**src/rtl/eeprom_block_reader.sv**
```systemverilog
// Reads NUM_BYTES consecutive EEPROM locations through an external byte reader,
// retrying NACKed or timed-out attempts, and presents the block on data_out.
module eeprom_block_reader #(
    parameter int unsigned NUM_BYTES = 6,
    parameter int unsigned RETRIES   = 3,
    parameter int unsigned TIMEOUT   = 12500000
) (
    input  logic                   clk,
    input  logic                   reset,
    input  logic                   start,
    input  logic                   dev_ext,
    input  logic [6:0]             dev_adr,
    input  logic [7:0]             base_adr,
    output logic                   busy,
    output logic                   done,
    output logic                   fail,
    output logic [8*NUM_BYTES-1:0] data_out,
    output logic [7:0]             retry_cnt,
    output logic                   rd_start,
    output logic                   rd_dev_ext,
    output logic [6:0]             rd_dev_adr,
    output logic [7:0]             rd_reg_adr,
    output logic                   rd_reset,
    input  logic                   rd_byte_rdy,
    input  logic [7:0]             rd_dat,
    input  logic                   rd_error
);

    typedef enum logic [2:0] {
        IDLE, GAP, ISSUE, WAIT, RECOVER, FINISH
    } state_t;

    state_t                 state_q, state_d;
    logic [1:0]             cnt_q, cnt_d;
    logic [3:0]             idx_q, idx_d;
    logic [7:0]             att_q, att_d, att_inc;
    logic                   err_q, err_d;
    logic [31:0]            wdog_q, wdog_d;
    logic [7:0]             base_q, base_d;
    logic [8*NUM_BYTES-1:0] shadow_q, shadow_d;
    logic [8*NUM_BYTES-1:0] data_d;
    logic                   fail_d;
    logic [7:0]             retry_d;
    logic                   ext_d;
    logic [6:0]             dev_d;
    logic                   bad_attempt;

    // Next-state and next-register computation; every output is a register fed from here.
    always_comb begin
        state_d     = state_q;
        cnt_d       = cnt_q;
        idx_d       = idx_q;
        att_d       = att_q;
        err_d       = err_q;
        wdog_d      = wdog_q;
        base_d      = base_q;
        shadow_d    = shadow_q;
        data_d      = data_out;
        fail_d      = fail;
        retry_d     = retry_cnt;
        ext_d       = rd_dev_ext;
        dev_d       = rd_dev_adr;
        bad_attempt = 1'b0;
        att_inc     = att_q + 8'd1;

        case (state_q)
            IDLE: begin
                if (start) begin
                    ext_d   = dev_ext;
                    dev_d   = dev_adr;
                    base_d  = base_adr;
                    idx_d   = '0;
                    att_d   = '0;
                    err_d   = 1'b0;
                    fail_d  = 1'b0;
                    cnt_d   = '0;
                    state_d = GAP;
                end
            end
            GAP: begin
                if (cnt_q == 2'd3) begin
                    cnt_d   = '0;
                    state_d = ISSUE;
                end else begin
                    cnt_d = cnt_q + 2'd1;
                end
            end
            ISSUE: begin
                wdog_d = '0;
                if (cnt_q == 2'd1) begin
                    cnt_d   = '0;
                    state_d = WAIT;
                end else begin
                    cnt_d = cnt_q + 2'd1;
                end
            end
            WAIT: begin
                if (rd_error) err_d = 1'b1;
                // A ready byte wins over a watchdog expiring in the same cycle.
                if (rd_byte_rdy) begin
                    if (!(err_q || rd_error)) begin
                        for (int unsigned i = 0; i < NUM_BYTES; i++) begin
                            if (32'(idx_q) == i) shadow_d[8*(NUM_BYTES-1-i) +: 8] = rd_dat;
                        end
                        if (32'(idx_q) == NUM_BYTES - 1) begin
                            data_d  = shadow_d;
                            fail_d  = 1'b0;
                            state_d = FINISH;
                        end else begin
                            idx_d   = idx_q + 4'd1;
                            att_d   = '0;
                            cnt_d   = '0;
                            state_d = GAP;
                        end
                    end else begin
                        bad_attempt = 1'b1;
                        cnt_d       = '0;
                        if (32'(att_inc) <= RETRIES) begin
                            state_d = GAP;
                        end else begin
                            fail_d  = 1'b1;
                            state_d = FINISH;
                        end
                    end
                end else if (wdog_q == 32'(TIMEOUT - 1)) begin
                    bad_attempt = 1'b1;
                    cnt_d       = '0;
                    state_d     = RECOVER;
                end else begin
                    wdog_d = wdog_q + 32'd1;
                end
            end
            RECOVER: begin
                // The attempt was already counted on expiry, so att_q is the number used.
                if (cnt_q == 2'd3) begin
                    cnt_d = '0;
                    if (32'(att_q) <= RETRIES) begin
                        state_d = GAP;
                    end else begin
                        fail_d  = 1'b1;
                        state_d = FINISH;
                    end
                end else begin
                    cnt_d = cnt_q + 2'd1;
                end
            end
            FINISH:  state_d = IDLE;
            default: state_d = IDLE;
        endcase

        if (bad_attempt) begin
            err_d = 1'b0;
            att_d = att_inc;
            if (retry_cnt != 8'hFF) retry_d = retry_cnt + 8'd1;
        end
    end

    // State and output registers with synchronous reset.
    always_ff @(posedge clk) begin
        if (reset) begin
            state_q    <= IDLE;
            cnt_q      <= '0;
            idx_q      <= '0;
            att_q      <= '0;
            err_q      <= 1'b0;
            wdog_q     <= '0;
            base_q     <= '0;
            shadow_q   <= '0;
            data_out   <= '0;
            fail       <= 1'b0;
            retry_cnt  <= '0;
            rd_dev_ext <= 1'b0;
            rd_dev_adr <= '0;
            rd_reg_adr <= '0;
            busy       <= 1'b0;
            done       <= 1'b0;
            rd_start   <= 1'b0;
            rd_reset   <= 1'b0;
        end else begin
            state_q    <= state_d;
            cnt_q      <= cnt_d;
            idx_q      <= idx_d;
            att_q      <= att_d;
            err_q      <= err_d;
            wdog_q     <= wdog_d;
            base_q     <= base_d;
            shadow_q   <= shadow_d;
            data_out   <= data_d;
            fail       <= fail_d;
            retry_cnt  <= retry_d;
            rd_dev_ext <= ext_d;
            rd_dev_adr <= dev_d;
            rd_reg_adr <= base_d + {4'h0, idx_d};
            busy       <= (state_d != IDLE);
            done       <= (state_d == FINISH);
            rd_start   <= (state_d == ISSUE);
            rd_reset   <= (state_d == RECOVER);
        end
    end

endmodule

```
**config.mk**
```make
export PLATFORM = sky130hd
export DESIGN_NAME = eeprom_block_reader
export DESIGN_NICKNAME = d
export VERILOG_FILES = /design/src/rtl/eeprom_block_reader.sv
export SDC_FILE = /design/constraint.sdc
export NUM_CORES = 1
export LEC_CHECK = 0
export CAP_MARGIN = 30
export CELL_PAD_IN_SITES_DETAIL_PLACEMENT = 1
export CELL_PAD_IN_SITES_GLOBAL_PLACEMENT = 2
export CORE_MARGIN = 2
export CORE_UTILIZATION = 29
export DETAILED_ROUTE_END_ITERATION = 16
export GPL_ROUTABILITY_DRIVEN = 0
export PLACE_DENSITY_LB_ADDON = 0.1
export SYNTH_ARGS = -nofsm -noshare
export SYNTH_HDL_FRONTEND = slang
export SYNTH_SLANG_ARGS = --single-unit
```
**constraint.sdc**
```tcl
create_clock -name clk -period 3 [get_ports clk]
set_input_delay 0.45 -clock clk [delete_from_list [all_inputs] [get_ports clk]]
set_output_delay 0.45 -clock clk [all_outputs]
set_load 0.01 [all_outputs]
```
-- Yosys cells after proc, flatten, opt, wreduce, memory -nomap -nowiden
Cells that the tools add are included.
Widths: inputs -> output; s select.
- add/sub/neg operators: 6
- multiply operators: 0
- divide/modulo/power cells: 0
- order comparisons: 2
- eq/ne operators: 31
- shift operators: 0
- muxes and demuxes: 55
- bitwise logic cells: 1
- reduce and logical (&&, ||, !) cells: 20
- operators by type and width (operator ; number):
    $mux 8 ; 13
    $mux 32 ; 2
    $pmux 32 s2 ; 1
    $add 32x1->32 const B ; 1
    $eq 32x24->1 const B ; 1
    $mux 3 ; 10
    $ne 3x3->1 const B ; 7
    $add 8x1->8 const B ; 2
    $le 8x2->1 const B ; 2
    $mux 4 ; 4
    $pmux 8 s2 ; 1
    $pmux 3 s5 ; 1
    $mux 2 ; 7
    $ne 2x2->1 const B ; 7
    $mux 1 ; 12
    $eq 3x2->1 const B ; 3
    $eq 3x3->1 const B ; 3
    $reduce_and 3->1 ; 3
    $reduce_bool 3->1 ; 3
    $add 8x4->8 ; 1
    $eq 4x2->1 const B ; 2
    $eq 4x3->1 const B ; 2
    $ne 8x8->1 const B ; 1
    $pmux 2 s4 ; 1
    other kinds (21) ; 25
- bits in registers: 183
- latch bits: 0
- memory bits (writable): 0
- ROM bits: 0
- input bits: 29
- memories kept: 0

-- Longest topological paths before layout
Gate-level depths: netlist of run 1.
- depth after elaboration: 7
- gate-level depth with buffers: 14
- gate-level depth less buffers: 14

-- Worst setup path after synthesis of run 1
No wires, ideal clock.
- path kind: flip-flop to flip-flop
- start: reg state_q[0]
- end: reg rd_reg_adr[6]
- arrival: 2711 ps
- setup slack: 161 ps
- cell stages (with the launch flop): 15
- buffers on the path: 3
- path through: dfxtp_1 > buf_2 > nor4b_4 > buf_2 > clkbuf_1 > nand2_1 > nand2_1 > ha_1 > inv_1 > fa_1 > nor2b_1 > o21ai_0 > a22oi_1 > xor2_1 > nor2_1
- word-level cells in the longest chain between the ends: 3
- elaborated cells between the ends (all ways): 5
- those cells by class: 1 x add/sub; 1 x eq/ne; 2 x mux; 1 x reduce/logical
- ends and longest elaborated chain (element ; RTL line ; RTL):
    from (decl) ; 33 ; state_t state_q, state_d;
    from (signal assigned) ; 180 ; state_q <= state_d;
    $logic_not 3->1 ; 66 ; case (state_q)
    $mux 8 ; 66 ;
    net base_d[0] ; 39 ; logic [7:0] base_q, base_d;
    $add 8x4->8 ; 193 ; rd_reg_adr <= base_d + {4'h0, idx_d};
    to (signal assigned) ; 193 ;
    to (decl) ; 22 ; output logic [7:0] rd_reg_adr,
The timed path passes the listed nets, and every way through them passes these cells.
A chain may end at the register's enable or synchronous reset.

-- Worst setup path in the final report of run 1
- start: in rd_byte_rdy
- end: reg rd_reg_adr[7]
- word-level cells in the longest chain between the ends: 3
- ends and longest elaborated chain (element ; RTL line ; RTL):
    from (decl) ; 24 ; input logic rd_byte_rdy,
    $mux 4 ; 100 ; if (rd_byte_rdy) begin
    $pmux 4 s2 ; 66 ;
    net idx_d[1] ; 35 ; logic [3:0] idx_q, idx_d;
    $add 8x4->8 ; 193 ;
The timed path passes the listed nets, and every way through them passes these cells.

==> results of run 1 <==
power by group through the flow:
stage | sequential, mW | clock [mW] | combinational [mW]
global route | 2.36 | 2.37 | 0.339
detailed placement | 2.42 | 0 | 0.313
CTS | 2.36 | 2.28 | 0.315
floorplan | 2.42 | 0 | 0.148
global placement | 2.42 | 0 | 0.314
finish | 2.36 | 2.19 | 0.308
cells in the final DEF (no fill, tap or decap), types with 5 or more instances in the layout:
cell type,Yosys,routed
nand4_1,22,22
a31oi_1,5,5
clkdlybuf4s50_1,0,104
nor2_1,87,86
ha_1,15,15
inv_1,23,23
and2_1,13,13
inv_8,0,5
or3_1,13,13
mux2_2,5,5
o221ai_1,5,5
o21ai_0,17,16
nor3_1,17,17
o21ai_1,4,5
a21oi_1,96,96
or4_1,12,12
dfxtp_1,175,174
xnor2_1,6,6
buf_4,3,47
a211oi_1,46,46
clkbuf_16,0,17
nor4_1,10,10
nor2b_1,9,9
o31ai_1,13,13
nand2_1,119,119
nand3_1,60,60
mux2i_1,57,57
and3_1,8,8
stage by stage:
step | power [mW] | hold slack (ps) | setup WS (ps)
after CTS | 4.952 | 378.2 | 184.2
final | 4.861 | 411.1 | 200.1
after global routing | 5.074 | 405.7 | 37.40
after global placement | 2.730 | 441.5 | -234.6
after floorplan | 2.567 | 435.7 | 161.0
after detailed placement | 2.729 | 446.3 | -279.5
routing by layer:
| layer | track usage, % | part of all wire [%] | routed length (um) | vias to the layer above |
|---|---|---|---|---|
| met4 | 4.131 | 0.87 | 222 | 0 |
| met1 | 23.23 | 50 | 12660 | 3673 |
| met3 | 3.224 | 2.4 | 618 | 17 |
| met2 | 28.40 | 47 | 11990 | 72 |
| li1 | - | - | - | 3753 |
| met5 | 0 | 0 | 0 | - |
kinds of logic after synthesis:
kind of cell | after synthesis
multiplexers | 62
adder cells (fa/ha/maj) | 16
flip-flops | 175
buffers and inverters | 95
XOR/XNOR | 7
AND/OR/NAND/NOR | 405
AO/OA/AOI/OAI | 222
flip-flops by register name (all words and copies together) (netlist names), 2 cells and up:
signal / flops
cnt_q: 2
retry_cnt: 8
base_q: 8
shadow_q: 40
att_q: 8
state_q: 3
idx_q: 4
wdog_q: 32
rd_dev_adr: 7
rd_reg_adr: 8
data_out: 48
layout make-up:
type	instances	area (um2)
clock buffer	19	442.9
clock inverter	13	118.9
fill	3334	17930
inverter	24	90.09
multi-input combinational	712	4433
sequential	175	3505
tap	384	480.5
timing repair buffer	155	1474
final timing paths:
kind | startpoint | to | slack [ps] | cells past startpoint
max reg2reg | idx_q[0] | rd_reg_adr[7] | 280 | 10
max | rd_byte_rdy | rd_reg_adr[7] | 200 | 12
min | reset | wdog_q[1] | 410 | 2
min reg2reg | shadow_q[17] | shadow_q[17] | 450 | 2
==> flow_metrics.tcl, run 1 <==
set metrics [dict create \
    synth_area_mm2 0.008319 \
    required_ps 3340 \
    worst_clock_skew_ps 13.96 \
    diodes 0 \
    worstSetupPathType "input port to flop" \
    ys_seq_area_share_pct 42.11 \
    worst_pin_slew_ps 961.1 \
    cpPeakStageDelay_ps 510 \
    cellInternalPower_mw 3.597 \
    async_reset_ff_share_pct 0 \
    core_mm2 0.02847 \
    synth_top_area_share_pct 42.11 \
    postSynthCellCount 982 \
    crit_path_end_kind "flop" \
    crit_fanout 4 \
    antenna_found_initial 0 \
    clk_latency_ps 450 \
    tns_ps 0 \
    synth_compound_area_share_pct 16.86 \
    cts_root_buffer "clkbuf_16" \
    power_density_mw_per_mm2 461.0 \
    viasPerCell 5.071 \
    synth_commonest_cells "dfxtp_1 (175), nand2_1 (119), a21oi_1 (96)" \
    syn2layout_area_growth_pct 26.74 \
    slowest_stage "clkdlybuf4s50_1" \
    leakage_nw 3.555 \
    wl_per_cell_um 17.20 \
    cts.path.max_buffers 2 \
    design_area_mm2 0.01054 \
    synth_ff_type "dfxtp_1" \
    finalHoldViolCount 0 \
    ir_drop_uv 358.5 \
    synth_top_cell_by_area "dfxtp_1" \
    cts_tree "built" \
    grt_pass1_vias 7622 \
    ys_types 70 \
    placementRows 62 \
    synth_area_leaders "dfxtp_1 (42%), mux2i_1 (6.9%), a21oi_1 (5.8%)" \
    ios 106 \
    startpoint_type "input port" \
    synth_most_common_cell "dfxtp_1" \
    period_minus_slack_ps 2800 \
    outcome "finished, final reports clean" \
    drv_cap 0 \
    clkTransAtPathRegs_ps 70 \
    path_delay_family "simple AND/OR/NAND/NOR gates" \
    combPwrFrac_pct 6.3 \
    cts.sinks 175 \
    finalCritPeriodShare_pct 93.33 \
    syn_avg_cell_area_um2 8.472 \
    finalSetupViolations 0 \
    synthXorXnorAreaFrac_pct 0.7370 \
    rsz0062_at_grt "no" \
    drv_slew 0 \
    cts_setup_buffers 0 \
    dieArea_mm2 0.03006 \
    layout-drive-gt1-share_pct 10.29 \
    slew_headroom_pct 35.11 \
    synth_edf_count 0 \
    drt_iter0_drc 273 \
    synthAdderAreaFrac_pct 2.497 \
    fin_util_pct 37.04 \
    htreeDepth 4 \
    place_inst 1450 \
    die_h_um 173.4 \
    critPathBufInv 2 \
    arrival_ps 3140 \
    vias 7515 \
    hpwl_um 17450 \
    grtUsageTotal_pct 17.21 \
    path_cells "clkdlybuf4s50_1 > nor3b_2 > and3_1 > nor2_1 > a32oi_1 > inv_1 > ha_1 > a21o_1 > a21o_1 > a21oi_1 > or4_1 > and3_1" \
    p_sw_mw 1.264 \
    grt_max_degree 68 \
    p_sw_share_pct 26.00 \
    cts_buffers 17 \
    num-nets-final 1130 \
    dpl_cell_area_mm2 0.009981 \
    synthSimpleGateAreaFrac_pct 25.57 \
    start_util_pct 29.22 \
    cts_resized 0 \
    fmax_mhz 357.2 \
    p_seq_share_pct 48.6 \
    grt_pass1_wl_um 41780 \
    synth_nets 1027 \
    dr.pass1.iters 4 \
    gr-total-overflow 0 \
    clkPwrFrac_pct 45.1 \
    synth_top_family_by_area "simple AND/OR/NAND/NOR gates" \
    synthMuxAreaShare_pct 7.535 \
    hold_path.class "input port to flop" \
    drtAntennaViolNets 0 \
    drt-total-wl_um 25490 \
    drc 0 \
    synth.ff_latch_count 175 \
    yosysWarnings 0 \
    die_width_um 173.4 \
    port_buffers 105 \
    stdcell_count 1482 \
    cts_hold_buf 0 \
]
Power figures use the tool's default switching activity.
==> run 2, diff against run 1 <==
- GPL_ROUTABILITY_DRIVEN: 0 -> unset
==> results of run 2 <==
The final DEF is identical to that of run 1; final timing and power are the same.
==> run 3, diff against run 2 <==
- CAP_MARGIN: 30 -> 25
- CORE_MARGIN: 2 -> 3
==> flow_metrics.tcl, run 3 (same netlist as run 1, synthesis figures left out) <==
set metrics [dict create \
    grt_pass1_vias 7628 \
    top_regs "data_out (48), shadow_q (40), wdog_q (32)" \
    required_ps 3330 \
    cts_buffers 17 \
    cts.sinks 175 \
    drt-total-wl_um 25420 \
    syn2layout_area_growth_pct 26.21 \
    drv_slew 0 \
    grt_max_degree 89 \
    die_width_um 175.4 \
    cts_setup_buffers 0 \
    port_buffers 105 \
    viasPerCell 5.071 \
    finalSetupViolations 0 \
    outcome "finished, final reports clean" \
    rsz0062_at_grt "no" \
    ir_drop_uv 389.0 \
    p_sw_share_pct 25.73 \
    clkPwrFrac_pct 44.9 \
    wl_per_cell_um 17.23 \
    grtUsageTotal_pct 16.61 \
    die_h_um 175.4 \
    layout-drive-gt1-share_pct 10.21 \
    dpl_cell_area_mm2 0.009928 \
    gr-total-overflow 0 \
    worst_pin_slew_ps 1067 \
    finalHoldViolCount 0 \
    final_common_cell "dfxtp_1" \
    slew_headroom_pct 27.97 \
    design_area_mm2 0.01050 \
    worst_clock_skew_ps 14.18 \
    diodes 0 \
    hpwl_um 17420 \
    combPwrFrac_pct 6.4 \
    cts.path.max_buffers 2 \
    drv_cap 0 \
    p_sw_mw 1.246 \
    clk_latency_ps 440 \
    finalCritPeriodShare_pct 93.62 \
    largest_register_ffs 48 \
    dieArea_mm2 0.03075 \
    ios 106 \
    p_seq_share_pct 48.8 \
    antenna_found_initial 0 \
    worstSetupPathType "input port to flop" \
    cts_tree "built" \
    regMostFlops "data_out" \
    core_mm2 0.02801 \
    place.gp.congestion 0.7569 \
    cts_hold_buf 0 \
    start_util_pct 29.70 \
    fillers 3322 \
    hold_path.class "input port to flop" \
    mostFrequentLayoutCells "dfxtp_1 (175), nand2_1 (119), clkdlybuf4s50_1 (104)" \
    power_density_mw_per_mm2 461.3 \
    startpoint_type "input port" \
    clkTransAtPathRegs_ps 70 \
    cts_root_buffer "clkbuf_16" \
    drc 0 \
    cellInternalPower_mw 3.597 \
    crit_fanout 4 \
    place_inst 1443 \
    vias 7480 \
    htreeDepth 4 \
    arrival_ps 3140 \
    crit_path_end_kind "flop" \
    fmax_mhz 356.1 \
    num-nets-final 1129 \
    drt_iter0_drc 315 \
    stdcell_count 1475 \
    drtAntennaViolNets 0 \
    dr.pass1.iters 4 \
    leakage_nw 3.539 \
    placementRows 61 \
    period_minus_slack_ps 2808 \
    grt_pass1_wl_um 41450 \
]
==> run 3: cell count changes in the layout (fill, tap and decap cells not counted), sizes merged <==
cell	change
buf	-1
==> run 3: layer usage <==
metal | track usage, % | vias to the layer above | share of wire, %
met1 | 22.89 | 3644 | 49
met5 | 0 | - | 0
met3 | 2.681 | 13 | 2.3
met2 | 27.40 | 70 | 48
met4 | 3.690 | 0 | 0.80
li1 | - | 3753 | -
==> run 3: final timing paths <==
check	from	endpoint	slack [ps]	depth (start not counted)
max	rd_byte_rdy	rd_reg_adr[7]	190	12
min	reset	wdog_q[2]	290	2
max reg2reg	idx_q[1]	rd_reg_adr[7]	230	13
min reg2reg	data_out[4]	data_out[4]	450	2
==> run 3: timing repair <==
item / CTS / global route
resized for setup: 0 / 2
setup endpoints to repair: 0 / 2
endpoints found under the hold margin: 0 / 0
==> run 3: final cells by class <==
cell class                      instances  area [um2]  share of cell area (%)
Clock inverter                         13       118.9                   1.132
Tap cell                              378       473.0                   4.504
Clock buffer                           19       442.9                   4.218
Multi-Input combinational cell        712        4443                   42.31
Inverter                               24       90.09                  0.8580
Timing Repair Buffer                  154        1429                   13.61
Sequential cell                       175        3503                   33.37
==> run 3: power by group through the flow <==
stage / Combinational [mW] / Sequential (mW) / Clock (mW)
finish: 0.308 / 2.36 / 2.17
global route: 0.339 / 2.36 / 2.36
CTS: 0.313 / 2.36 / 2.26
detailed placement: 0.312 / 2.42 / 0
global placement: 0.311 / 2.42 / 0
floorplan: 0.148 / 2.42 / 0
==> run 3: metrics by stage <==
step | total power [mW] | setup TNS (ps) | utilization, % | setup slack, ps | hold slack (ps)
after global routing | 5.059 | 0 | 37.49 | 7.743 | 278.6
final | 4.843 | 0 | 37.49 | 191.5 | 291.9
after detailed placement | 2.728 | -941.7 | 35.44 | -288.3 | 447.6
after floorplan | 2.567 | 0 | - | 161.0 | 435.7
after global placement | 2.727 | -795.8 | 35.44 | -257.5 | 442.0
after CTS | 4.939 | 0 | 37.45 | 172.9 | 269.8
==> run 3: critical path, stage by stage <==
cell and delay [ps]:
clkdlybuf4s50_1 540, nor3b_4 300, and3_1 220, nor2_1 60, a32oi_1 210, inv_1 70, ha_1 280, a21o_1 110
a21o_1 150, a21oi_2 90, or4_1 490, and3_1 170
